--- config.mk ---
export PLATFORM = sky130hd
export DESIGN_NAME = fix_encoder
export DESIGN_NICKNAME = d
export VERILOG_FILES = /design/src/rtl/fix_defs.sv /design/src/rtl/fix_bin2dec3.sv /design/src/rtl/fix_encoder.sv
export SDC_FILE = /design/constraint.sdc
export NUM_CORES = 2
export LEC_CHECK = 0
export ABC_CLOCK_PERIOD_IN_PS = 12700
export CAP_MARGIN = 25
export CORE_AREA = 2 2 715 717
export CTS_CLUSTER_DIAMETER = 200
export DETAILED_ROUTE_END_ITERATION = 7
export DIE_AREA = 0 0 717 719
export SLEW_MARGIN = 20
export SYNTH_ARGS = -nofsm -noshare
export SYNTH_HDL_FRONTEND = slang
export SYNTH_SLANG_ARGS = --single-unit
--- constraint.sdc ---
create_clock -name clk -period 12.7 [get_ports clk]
set_clock_uncertainty 0.15 [all_clocks]
set_input_delay 2.54 -clock clk [delete_from_list [all_inputs] [get_ports clk]]
set_output_delay 2.54 -clock clk [all_outputs]
set_load 0.05 [all_outputs]
--- src/rtl/fix_defs.sv ---
// fix_defs: shared constants, state encoding and helpers for the FIX
// transmit framer.
//   FIX_PAYLOAD_LEN   maximum payload bytes per message
//   SOH / ASCII_0 / ASCII_EQ / BEGIN_STR   frame characters
//   HDR_LEN / FIXED_LEN / TRL_LEN          fixed segment lengths
//   fix_state_t       framer FSM states
//   bcd_inc()         6-digit BCD increment, 999999 wraps to 000001
package fix_defs;

    localparam int             FIX_PAYLOAD_LEN = 220;
    localparam logic [7:0]     PAYLOAD_MAX     = 8'd220;

    localparam logic [7:0]     SOH      = 8'h01;
    localparam logic [7:0]     ASCII_0  = 8'h30;
    localparam logic [7:0]     ASCII_EQ = 8'h3D;
    // "8=FIX.4.2"
    localparam logic [71:0]    BEGIN_STR = 72'h38_3D_46_49_58_2E_34_2E_32;

    // "8=FIX.4.2<SOH>9=LLL<SOH>"
    localparam logic [7:0]     HDR_LEN   = 8'd16;
    // "35=T<SOH>34=SSSSSS<SOH>"; also the non-payload part of BodyLength
    localparam logic [7:0]     FIXED_LEN = 8'd15;
    // "10=CCC<SOH>"
    localparam logic [7:0]     TRL_LEN   = 8'd7;

    typedef enum logic [2:0] {
        ST_IDLE    = 3'd0,
        ST_HDR     = 3'd1,
        ST_FIXED   = 3'd2,
        ST_PAYLOAD = 3'd3,
        ST_TRAILER = 3'd4
    } fix_state_t;

    // Ripple a +1 through six BCD digits, least significant first.
    // The all-zero result after 999999 is remapped to 000001.
    function automatic logic [23:0] bcd_inc(input logic [23:0] v);
        logic [23:0] src;
        logic [23:0] res;
        logic [3:0]  d;
        logic        carry;
        src   = v;
        res   = 24'h000000;
        carry = 1'b1;
        for (int i = 0; i < 6; i++) begin
            d = src[3:0];
            if (carry) begin
                if (d == 4'd9) begin
                    d = 4'd0;
                end else begin
                    d     = d + 4'd1;
                    carry = 1'b0;
                end
            end else begin
                d = src[3:0];
            end
            res = {d, res[23:4]};
            src = {4'd0, src[23:4]};
        end
        if (res == 24'h000000) begin
            res = 24'h000001;
        end else begin
            res = res;
        end
        return res;
    endfunction

endpackage

--- src/rtl/fix_bin2dec3.sv ---
// fix_bin2dec3: combinational 8-bit binary to three zero-padded ASCII digits.
//   bin    input  8   value 0..255
//   ascii  output 24  {hundreds, tens, ones} as ASCII characters
module fix_bin2dec3
    import fix_defs::*;
(
    input  logic [7:0]  bin,
    output logic [23:0] ascii
);

    logic [1:0] hund_s;
    logic [3:0] tens_s;
    logic [7:0] rem_s;

    // Peel off hundreds by comparison, then tens by repeated subtraction;
    // what remains is the ones digit.
    always_comb begin
        rem_s  = bin;
        hund_s = 2'd0;
        tens_s = 4'd0;
        if (rem_s >= 8'd200) begin
            hund_s = 2'd2;
            rem_s  = rem_s - 8'd200;
        end else if (rem_s >= 8'd100) begin
            hund_s = 2'd1;
            rem_s  = rem_s - 8'd100;
        end else begin
            hund_s = 2'd0;
        end
        for (int k = 0; k < 9; k++) begin
            if (rem_s >= 8'd10) begin
                rem_s  = rem_s - 8'd10;
                tens_s = tens_s + 4'd1;
            end else begin
                tens_s = tens_s;
            end
        end
        ascii = {ASCII_0 | {6'd0, hund_s},
                 ASCII_0 | {4'd0, tens_s},
                 ASCII_0 | {4'd0, rem_s[3:0]}};
    end

endmodule

--- src/rtl/fix_encoder.sv ---
// fix_encoder: transmit-side FIX framer. Accepts a MsgType and raw payload,
// emits header (with BodyLength), tags 35/34 (with BCD MsgSeqNum), payload
// and CheckSum trailer one byte per cycle over valid/ready.
//   clk, rst_n (sync, active-low)
//   tx_valid/tx_ready, msg_type, payload, payload_len, seq_reset : input side
//   out_valid/out_ready, out_data, out_last                      : byte stream
//   len_error : pulse after accepting an oversize payload_len
//   next_seq  : BCD MsgSeqNum for the next message
module fix_encoder
    import fix_defs::*;
(
    input  logic                         clk,
    input  logic                         rst_n,
    input  logic                         tx_valid,
    output logic                         tx_ready,
    input  logic [7:0]                   msg_type,
    input  logic [FIX_PAYLOAD_LEN*8-1:0] payload,
    input  logic [7:0]                   payload_len,
    input  logic                         seq_reset,
    output logic                         out_valid,
    input  logic                         out_ready,
    output logic [7:0]                   out_data,
    output logic                         out_last,
    output logic                         len_error,
    output logic [23:0]                  next_seq
);

    fix_state_t                   state_r, state_nxt_s;
    logic [7:0]                   idx_r, idx_nxt_s;
    logic                         tx_ready_r, out_valid_r, out_last_r, len_error_r;
    logic [7:0]                   out_data_r, msg_type_r, len_r, csum_r;
    logic [23:0]                  seq_r, seq_lat_r;
    logic [FIX_PAYLOAD_LEN*8-1:0] payload_r, pay_sh_s;
    logic                         accept_s, hs_s, adv_s;
    logic [7:0]                   len_clamp_s, body_len_s, byte_s;
    logic [23:0]                  lll_s, ccc_s;
    logic [127:0]                 hdr_vec_s, hdr_sh_s;
    logic [119:0]                 fix_vec_s, fix_sh_s;
    logic [55:0]                  trl_vec_s, trl_sh_s;

    assign accept_s    = tx_valid && tx_ready_r;
    assign hs_s        = out_valid_r && out_ready;
    assign len_clamp_s = (payload_len > PAYLOAD_MAX) ? PAYLOAD_MAX : payload_len;
    assign body_len_s  = len_r + FIXED_LEN;

    fix_bin2dec3 u_len_digits (.bin(body_len_s), .ascii(lll_s));
    // csum_r no longer changes once TRAILER is entered, so these digits are
    // settled well before the first digit byte is loaded.
    fix_bin2dec3 u_sum_digits (.bin(csum_r),     .ascii(ccc_s));

    assign hdr_vec_s = {BEGIN_STR, SOH, 8'h39, ASCII_EQ, lll_s, SOH};
    assign fix_vec_s = {8'h33, 8'h35, ASCII_EQ, msg_type_r, SOH,
                        8'h33, 8'h34, ASCII_EQ,
                        4'h3, seq_lat_r[23:20], 4'h3, seq_lat_r[19:16],
                        4'h3, seq_lat_r[15:12], 4'h3, seq_lat_r[11:8],
                        4'h3, seq_lat_r[7:4],   4'h3, seq_lat_r[3:0], SOH};
    assign trl_vec_s = {8'h31, 8'h30, ASCII_EQ, ccc_s, SOH};

    // Next segment/index: the pointer moves on accept and on each handshake.
    always_comb begin
        state_nxt_s = state_r;
        idx_nxt_s   = idx_r;
        adv_s       = 1'b0;
        case (state_r)
            ST_IDLE: begin
                if (accept_s) begin
                    state_nxt_s = ST_HDR;
                    idx_nxt_s   = 8'd0;
                    adv_s       = 1'b1;
                end else begin
                    adv_s = 1'b0;
                end
            end
            ST_HDR: begin
                if (hs_s) begin
                    adv_s = 1'b1;
                    if (idx_r == HDR_LEN - 8'd1) begin
                        state_nxt_s = ST_FIXED;
                        idx_nxt_s   = 8'd0;
                    end else begin
                        idx_nxt_s = idx_r + 8'd1;
                    end
                end else begin
                    adv_s = 1'b0;
                end
            end
            ST_FIXED: begin
                if (hs_s) begin
                    adv_s = 1'b1;
                    if (idx_r == FIXED_LEN - 8'd1) begin
                        state_nxt_s = (len_r == 8'd0) ? ST_TRAILER : ST_PAYLOAD;
                        idx_nxt_s   = 8'd0;
                    end else begin
                        idx_nxt_s = idx_r + 8'd1;
                    end
                end else begin
                    adv_s = 1'b0;
                end
            end
            ST_PAYLOAD: begin
                if (hs_s) begin
                    adv_s = 1'b1;
                    if (idx_r == len_r - 8'd1) begin
                        state_nxt_s = ST_TRAILER;
                        idx_nxt_s   = 8'd0;
                    end else begin
                        idx_nxt_s = idx_r + 8'd1;
                    end
                end else begin
                    adv_s = 1'b0;
                end
            end
            ST_TRAILER: begin
                if (hs_s) begin
                    adv_s = 1'b1;
                    if (idx_r == TRL_LEN - 8'd1) begin
                        state_nxt_s = ST_IDLE;
                        idx_nxt_s   = 8'd0;
                    end else begin
                        idx_nxt_s = idx_r + 8'd1;
                    end
                end else begin
                    adv_s = 1'b0;
                end
            end
            default: begin
                state_nxt_s = ST_IDLE;
                idx_nxt_s   = 8'd0;
                adv_s       = 1'b1;
            end
        endcase
    end

    // Byte at the next pointer; each segment is a vector shifted so the
    // wanted byte lands in the top lane.
    always_comb begin
        hdr_sh_s = hdr_vec_s << {idx_nxt_s[3:0], 3'b000};
        fix_sh_s = fix_vec_s << {idx_nxt_s[3:0], 3'b000};
        trl_sh_s = trl_vec_s << {idx_nxt_s[3:0], 3'b000};
        pay_sh_s = payload_r << {idx_nxt_s, 3'b000};
        case (state_nxt_s)
            ST_HDR:     byte_s = hdr_sh_s[127:120];
            ST_FIXED:   byte_s = fix_sh_s[119:112];
            ST_PAYLOAD: byte_s = pay_sh_s[FIX_PAYLOAD_LEN*8-1 -: 8];
            ST_TRAILER: byte_s = trl_sh_s[55:48];
            default:    byte_s = 8'h00;
        endcase
    end

    // FSM state, byte pointer and registered output stage.
    always_ff @(posedge clk) begin
        if (!rst_n) begin
            state_r     <= ST_IDLE;
            idx_r       <= 8'd0;
            tx_ready_r  <= 1'b0;
            out_valid_r <= 1'b0;
            out_data_r  <= 8'h00;
            out_last_r  <= 1'b0;
            len_error_r <= 1'b0;
        end else begin
            state_r     <= state_nxt_s;
            idx_r       <= idx_nxt_s;
            tx_ready_r  <= (state_nxt_s == ST_IDLE);
            len_error_r <= accept_s && (payload_len > PAYLOAD_MAX);
            if (adv_s) begin
                out_valid_r <= (state_nxt_s != ST_IDLE);
                out_data_r  <= byte_s;
                out_last_r  <= (state_nxt_s == ST_TRAILER) && (idx_nxt_s == TRL_LEN - 8'd1);
            end else begin
                out_valid_r <= out_valid_r;
                out_data_r  <= out_data_r;
                out_last_r  <= out_last_r;
            end
        end
    end

    // Message latch and running checksum of header, tags and payload.
    always_ff @(posedge clk) begin
        if (!rst_n) begin
            msg_type_r <= 8'h00;
            payload_r  <= '0;
            len_r      <= 8'd0;
            csum_r     <= 8'd0;
        end else if (accept_s) begin
            msg_type_r <= msg_type;
            payload_r  <= payload;
            len_r      <= len_clamp_s;
            csum_r     <= 8'd0;
        end else if (hs_s && (state_r != ST_TRAILER) && (state_r != ST_IDLE)) begin
            csum_r <= csum_r + out_data_r;
        end else begin
            csum_r <= csum_r;
        end
    end

    // BCD MsgSeqNum: a seq_reset coincident with accept sends 000001 itself.
    always_ff @(posedge clk) begin
        if (!rst_n) begin
            seq_r     <= 24'h000001;
            seq_lat_r <= 24'h000001;
        end else if (accept_s) begin
            if (seq_reset) begin
                seq_lat_r <= 24'h000001;
                seq_r     <= 24'h000002;
            end else begin
                seq_lat_r <= seq_r;
                seq_r     <= bcd_inc(seq_r);
            end
        end else if (seq_reset) begin
            seq_r <= 24'h000001;
        end else begin
            seq_r <= seq_r;
        end
    end

    assign tx_ready  = tx_ready_r;
    assign out_valid = out_valid_r;
    assign out_data  = out_data_r;
    assign out_last  = out_last_r;
    assign len_error = len_error_r;
    assign next_seq  = seq_r;

endmodule

# Word level (Yosys, flattened, before mapping)
# Index checks and enable logic that the tools add are counted.
[totals]
register_bits = 1855
inputBits = 1781
out_inout_bits = 36
[classes]
addsub = 48
magnitude_cmp = 23
eq_ne = 20
n_shift = 4
n_mux = 127
n_bitwise = 1
reduce_logical = 14
[op_table]
columns = ["cell", "n"]
rows = [
  ["left shift 1760 x 11 -> 1760 bit", 1],
  ["2-to-1 mux 8 bit", 30],
  ["2-to-1 mux 4 bit", 47],
  [">= comparator 8 x 4 -> 1 bit, second input constant", 18],
  ["left shift 126 x 7 -> 128 bit", 1],
  ["subtractor 8 x 4 -> 8 bit, second input constant", 16],
  ["left shift 118 x 7 -> 120 bit", 1],
  ["2-to-1 mux 24 bit", 4],
  ["adder 4 x 1 -> 4 bit, second input constant", 20],
  ["left shift 54 x 7 -> 56 bit", 1],
  ["one-hot mux 8 bit (5 select lines)", 1],
  ["one-hot mux 8 bit (4 select lines)", 1],
  ["2-to-1 mux 1 bit", 30],
  ["2-to-1 mux 3 bit", 10],
  ["equality test 4 bit, second input constant", 6],
  ["zero test 24 bit", 1],
  ["equality test 8 x 3 -> 1 bit, second input constant", 2],
  ["equality test 8 x 4 -> 1 bit, second input constant", 2],
  [">= comparator 8 x 7 -> 1 bit, second input constant", 2],
  [">= comparator 8 bit, second input constant", 2],
  ["subtractor 8 x 7 -> 8 bit, second input constant", 2],
  ["subtractor 8 bit, second input constant", 2],
  ["one-hot mux 3 bit (5 select lines)", 1],
  ["equality test 3 x 2 -> 1 bit, second input constant", 4],
  ["20 further kinds", 32],
]

# Longest topological paths before layout
[depth]
word_depth = 29
mapped_depth = 72

# Modules after synthesis
# Synthesis repeated with hierarchy kept, for this count alone.
[hier_totals]
hier_cells = 12440
area_unflattened_um2 = 92713.9
[modules_own_cells]
columns = ["module", "instances", "cells_each", "area_each_um2", "seq_area_each_um2"]
rows = [
  ["fix_encoder", 1, 11524, 86245.2, 37135.6],
  ["fix_bin2dec3", 2, 458, 3234.4, 0.0],
]

# Worst setup path before layout
# OpenSTA, ideal clock, no wires.
[synth_path]
kind = "reg-to-reg"
from = "register csum_r[3]"
to = "register out_data_r[2], in the netlist out_data[2]"
t_arrival_ns = 12.626
t_required_ns = 12.457
slack_ns = -0.169
path_stages_with_launch = 66
n_path_buf = 2
synth_period_minus_slack_ns = 12.869
cell_sequence = "dfxtp_1 -> inv_1 -> ha_1 -> or3b_1 -> a21oi_1 -> nand2_1 -> xnor2_1 -> ha_1 -> nand3b_1 -> o211ai_1 -> nor4_1 -> nor2_1 -> ha_1 -> nand2b_1 -> a31o_2 -> nand3_2 -> inv_2 -> xnor2_2 -> (+30 left out) -> inv_1 -> ha_1 -> nor2b_1 -> a21oi_1 -> o2111a_1 -> buf_4 -> xnor2_1 -> inv_1 -> ha_1 -> and2b_1 -> o21ai_1 -> nand2_4 -> mux2_4 -> ha_1 -> mux2_2 -> nor3_1 -> a31oi_1 -> o311ai_2"
[synth_between]
elab_chain_len = 23
word_cells_on_any_way = 52
[synth_lines]
columns = ["element", "line_no", "rtl"]
rows = [
  ["start: declaration", "fix_encoder.sv:31", "logic [7:0] out_data_r, msg_type_r, len_r, csum_r;"],
  ["start signal: assignment", "fix_encoder.sv:190", "csum_r <= csum_r + out_data_r;"],
  ["start signal: assignment", "fix_encoder.sv:192", "csum_r <= csum_r;"],
  ["subtractor 8 x 7 -> 8 bit or >= comparator 8 x 7 -> 1 bit (tied branches)", "fix_bin2dec3.sv:26, fix_bin2dec3.sv:24", ""],
  ["2-to-1 mux 8 bit", "fix_bin2dec3.sv:24", "end else if (rem_s >= 8'd100) begin"],
  ["2-to-1 mux 8 bit *", "fix_bin2dec3.sv:21", "if (rem_s >= 8'd200) begin"],
  ["subtractor 8 x 4 -> 8 bit or >= comparator 8 x 4 -> 1 bit (tied branches)", "fix_bin2dec3.sv:32, fix_bin2dec3.sv:31", ""],
  ["2-to-1 mux 8 bit or 2-to-1 mux 1 bit (tied branches)", "fix_bin2dec3.sv:31", "if (rem_s >= 8'd10) begin"],
  ["subtractor 8 x 4 -> 8 bit (tied with other cells)", "fix_bin2dec3.sv:32", "rem_s = rem_s - 8'd10;"],
  ["2-to-1 mux 8 bit or 2-to-1 mux 4 bit (tied branches)", "fix_bin2dec3.sv:31", ""],
  ["subtractor 8 x 4 -> 8 bit (tied with other cells)", "fix_bin2dec3.sv:32", ""],
  ["(+7 left out)", "--", ""],
  ["subtractor 8 x 4 -> 8 bit (tied with other cells)", "fix_bin2dec3.sv:32", ""],
  ["2-to-1 mux 8 bit or 2-to-1 mux 4 bit (tied branches)", "fix_bin2dec3.sv:31", ""],
  ["subtractor 8 x 4 -> 8 bit (tied with other cells)", "fix_bin2dec3.sv:32", ""],
  ["2-to-1 mux 8 bit or 2-to-1 mux 4 bit (tied branches)", "fix_bin2dec3.sv:31", ""],
  [">= comparator 8 x 4 -> 1 bit (tied with other cells)", "fix_bin2dec3.sv:31", ""],
  ["2-to-1 mux 4 bit", "fix_bin2dec3.sv:31", ""],
  ["left shift 54 x 7 -> 56 bit *", "fix_encoder.sv:139", "trl_sh_s = trl_vec_s << {idx_nxt_s[3:0], 3'b000};"],
  ["one-hot mux 8 bit (4 select lines) *", "fix_encoder.sv:141", "case (state_nxt_s)"],
  ["end signal: assignment", "fix_encoder.sv:167", "out_data_r <= byte_s;"],
  ["end signal: assignment", "fix_encoder.sv:171", "out_data_r <= out_data_r;"],
  ["end: declaration", "fix_encoder.sv:31", ""],
]
# Mark *: on every way between the ends. The rest lies on a longest branch, timed or not.
# A chain may end at the register's enable or synchronous reset.

# Worst setup path after layout
[layout_path]
from = "register csum_r[3]"
to = "register out_data_r[1], in the netlist out_data[1]"
[layout_between]
elab_chain_len = 23
word_cells_on_any_way = 53
[layout_lines]
columns = ["element", "line_no"]
rows = [
  ["subtractor 8 x 7 -> 8 bit or >= comparator 8 x 7 -> 1 bit (tied branches)", "fix_bin2dec3.sv:26, fix_bin2dec3.sv:24"],
  ["2-to-1 mux 8 bit", "fix_bin2dec3.sv:24"],
  ["2-to-1 mux 8 bit", "fix_bin2dec3.sv:21"],
  ["subtractor 8 x 4 -> 8 bit or >= comparator 8 x 4 -> 1 bit (tied branches)", "fix_bin2dec3.sv:32, fix_bin2dec3.sv:31"],
  ["2-to-1 mux 8 bit or 2-to-1 mux 1 bit (tied branches)", "fix_bin2dec3.sv:31"],
  ["subtractor 8 x 4 -> 8 bit (tied with other cells)", "fix_bin2dec3.sv:32"],
  ["2-to-1 mux 8 bit or 2-to-1 mux 4 bit (tied branches)", "fix_bin2dec3.sv:31"],
  ["subtractor 8 x 4 -> 8 bit (tied with other cells)", "fix_bin2dec3.sv:32"],
  ["(+7 left out)", "--"],
  ["subtractor 8 x 4 -> 8 bit (tied with other cells)", "fix_bin2dec3.sv:32"],
  ["2-to-1 mux 8 bit or 2-to-1 mux 4 bit (tied branches)", "fix_bin2dec3.sv:31"],
  ["subtractor 8 x 4 -> 8 bit (tied with other cells)", "fix_bin2dec3.sv:32"],
  ["2-to-1 mux 8 bit or 2-to-1 mux 4 bit (tied branches)", "fix_bin2dec3.sv:31"],
  [">= comparator 8 x 4 -> 1 bit (tied with other cells)", "fix_bin2dec3.sv:31"],
  ["2-to-1 mux 4 bit", "fix_bin2dec3.sv:31"],
  ["left shift 54 x 7 -> 56 bit *", "fix_encoder.sv:139"],
  ["one-hot mux 8 bit (4 select lines) *", "fix_encoder.sv:141"],
]
# Marks and branches as above.

==> qor.yml <==
rrSetupSlack_ns: 0.62
grt_max_degree: 232
gp_congestion: 0.906
p_int_mw: 13.3
syn_area_per_cell_um2: 6.90
seqPwrFrac_pct: 31.2
hp-start: "payload_r[16]"
required_ns: 13.32
syn_inst: 12800
utilization_pct: 24.5
final_cell_mix: "nand2_1, a21oi_1, dfxtp_1, clkdlybuf4s50_1, nand3_1"
coreArea_um2: 508000
cp-end-kind: "register"
start_kind: "register"
setup_violations: 0
row_count: 262
start_util_pct: 17.4
cts.clk_slew.worst_paths_ns: 0.07
leakagePower_nw: 41.9
r2r_cells: 64
htree_levels: 4
nets: 16200
finalNonFillerCells: 21400
swShare_pct: 33.8
hold_violations: 0
layout-drive-gt1-share_pct: 7.58
clock.fmax_mhz: 82.8
vias_per_cell: 4.62
async_reset_ff_share_pct: 0
area_growth_pct: 40.3
yosys_warnings: 0
crit_start: "csum_r[3]"
synth_edf_count: 0
dieArea_um2: 516000
syn_area_um2: 88600
ios: 1817
routed-via-count: 98900
p_sw_mw: 6.80
drt_iter0_markers: 10700
dp_cells: 20800
r2r-end: "out_data[1]"
clock-root-buffer: "clkbuf_16"
numCtsBuffers: 222
crit_fanout: 7
synth-seq-cells: 1855
postPlaceCellArea_um2: 116000
hold_ws_ns: 0.301
die_h_um: 719
ant_nets: 0
dp_hpwl_mm: 391
p_total_mw: 20.1
synth-seq-area-share_pct: 41.9
p_per_area_nw_per_um2: 162
critPathSlowestCell: "or4_4"
antenna_found_initial: 178
p_clk_share_pct: 33.5
slew_viol_final: 0
layout_commonest_cell: "nand2_1"
grt_pass1_vias: 92200
fin_ws_ns: 0.616
relSlewSlack_pct: 16.6
ir_drop_mv: 0.863
totalWireLength_mm: 512
drc: 0
worst_ep_arrival_time_ns: 12.71
die_x_um: 717
pre_cts_slack_ns: -0.536
cts_tree: "yes"
slowest_delay_ns: 0.52
clkSinkCount: 1855
r2r_start: "csum_r[3]"
ys.flop_type: "dfxtp_1"
status: "finished, final reports clean"
fin_crit_ns: 12.08
crit_top_cell: "buf_4"
clk_path_buf_depth: 4
clk_latency_ns: 0.90
crit_type: "register to register"
fin_tns_setup_ns: 0
p_comb_share_pct: 35.3
first_pass_iters: 8
grt_first_pass_wirelength_mm: 697
detail_route.wl_per_cell_um: 23.9
overflow: 0
min_path_cells: 2
finalCritPeriodShare_pct: 95.1
holdPathEnd: "payload_r[16]"
grt_usage_pct: 18.7
yosysUniqueCellTypes: 134
maxCapViolCount: 0
io_buffers: 1816
synth_nets: 14700
tightest_slew_ns: 1.25
hp-class: "register to register"
finalInstanceArea_um2: 124000
registers in the layout, summed over array words and instances, names as in the netlist:
name and cells:
next_seq 24, csum_r 8, msg_type_r 8, out_valid 1, state_r 3, payload_r 1760, tx_ready 1, out_data 8
len_r 8, len_error 1, idx_r 8, seq_lat_r 24, out_last 1
cell families (layout without fill, tap and decap cells):
kind of cell | Yosys count | in the layout | synth area share (%)
AND/OR/NAND/NOR | 6835 | 6835 | 31.4
adder cells (fa/ha/maj) | 70 | 70 | 0.992
flip-flops | 1855 | 1855 | 41.9
XOR/XNOR | 113 | 113 | 1.17
multiplexers | 58 | 58 | 0.872
other | 0 | 152 | 0
buffers and inverters | 1120 | 2789 | 4.90
AO/OA/AOI/OAI | 2792 | 2792 | 18.7
synth_stat cells (all sizes together), types with 75 or more instances:
| cell type | instances | area [µm²] |
|---|---|---|
| dfxtp | 1855 | 37100 |
| clkbuf | 835 | 3130 |
| o21ai | 163 | 827 |
| buf | 217 | 952 |
| a311oi | 323 | 2830 |
| nor2 | 156 | 598 |
| xnor2 | 80 | 716 |
| nand2 | 5459 | 20500 |
| nor3 | 75 | 385 |
| and3 | 160 | 1000 |
| nand3 | 813 | 4080 |
| a21oi | 1909 | 9570 |
worst max path at each step:
stage	to	slack (ns)	cells after the start
2_1_floorplan	out_data[2]	0.05	68
3_3_place_gp	out_data[1]	-0.65	68
3_5_place_dp	out_data[1]	-0.54	68
4_1_cts	out_data[1]	0.02	68
5_1_grt	out_data[2]	-0.07	66
6_report	out_data[1]	0.62	64
worst max-delay path, delay by kind of cell, from the launching register on:
| kind | cells | cell delay (ns) |
|---|---|---|
| xor+xnor | 4 | 0.60 |
| simple gates | 16 | 3.15 |
| compound gates | 17 | 3.61 |
| fa+ha+maj | 8 | 1.51 |
| mux | 5 | 0.90 |
| buf+inv | 14 | 1.63 |
| flops | 1 | 0.39 |
layout make-up:
| class | instances | area [µm²] |
|---|---|---|
| fill | 56500 | 384000 |
| multi-input combinational | 9868 | 47900 |
| sequential | 1855 | 37100 |
| timing repair buffer | 2327 | 22500 |
| tap | 6732 | 8420 |
| clock buffer | 309 | 6380 |
| clock inverter | 85 | 1240 |
| antenna | 152 | 380 |
| inverter | 68 | 285 |
power groups by stage:
stage,clock [mW],sequential (mW),combinational (mW)
2_1_floorplan,0,6.35,4.16
3_3_place_gp,0,6.39,6.88
3_5_place_dp,0,6.40,6.98
4_1_cts,6.87,6.27,7.02
5_1_grt,7.08,6.30,7.76
6_report,6.74,6.28,7.11
repair_timing:
| action | CTS | global route |
|---|---|---|
| gates cloned | 0 | 0 |
| buffers inserted | 4 | 23 |
| pin swaps | 3 | 33 |
| hold buffers | 0 | 0 |
| gates resized for setup | 11 | 76 |
| endpoints found under the setup margin | 4 | 4 |
routing by layer:
metal	track usage, %	share of wire, %	vias up	routed length (µm)
met3	3.79	8.1	872	41300
li1	-	-	46300	-
met1	24.1	42	47400	213000
met4	9.55	5.2	56	26700
met5	0	0.063	-	322
met2	29.4	45	4291	230000
Note: power is estimated with default switching activity, not from simulation.
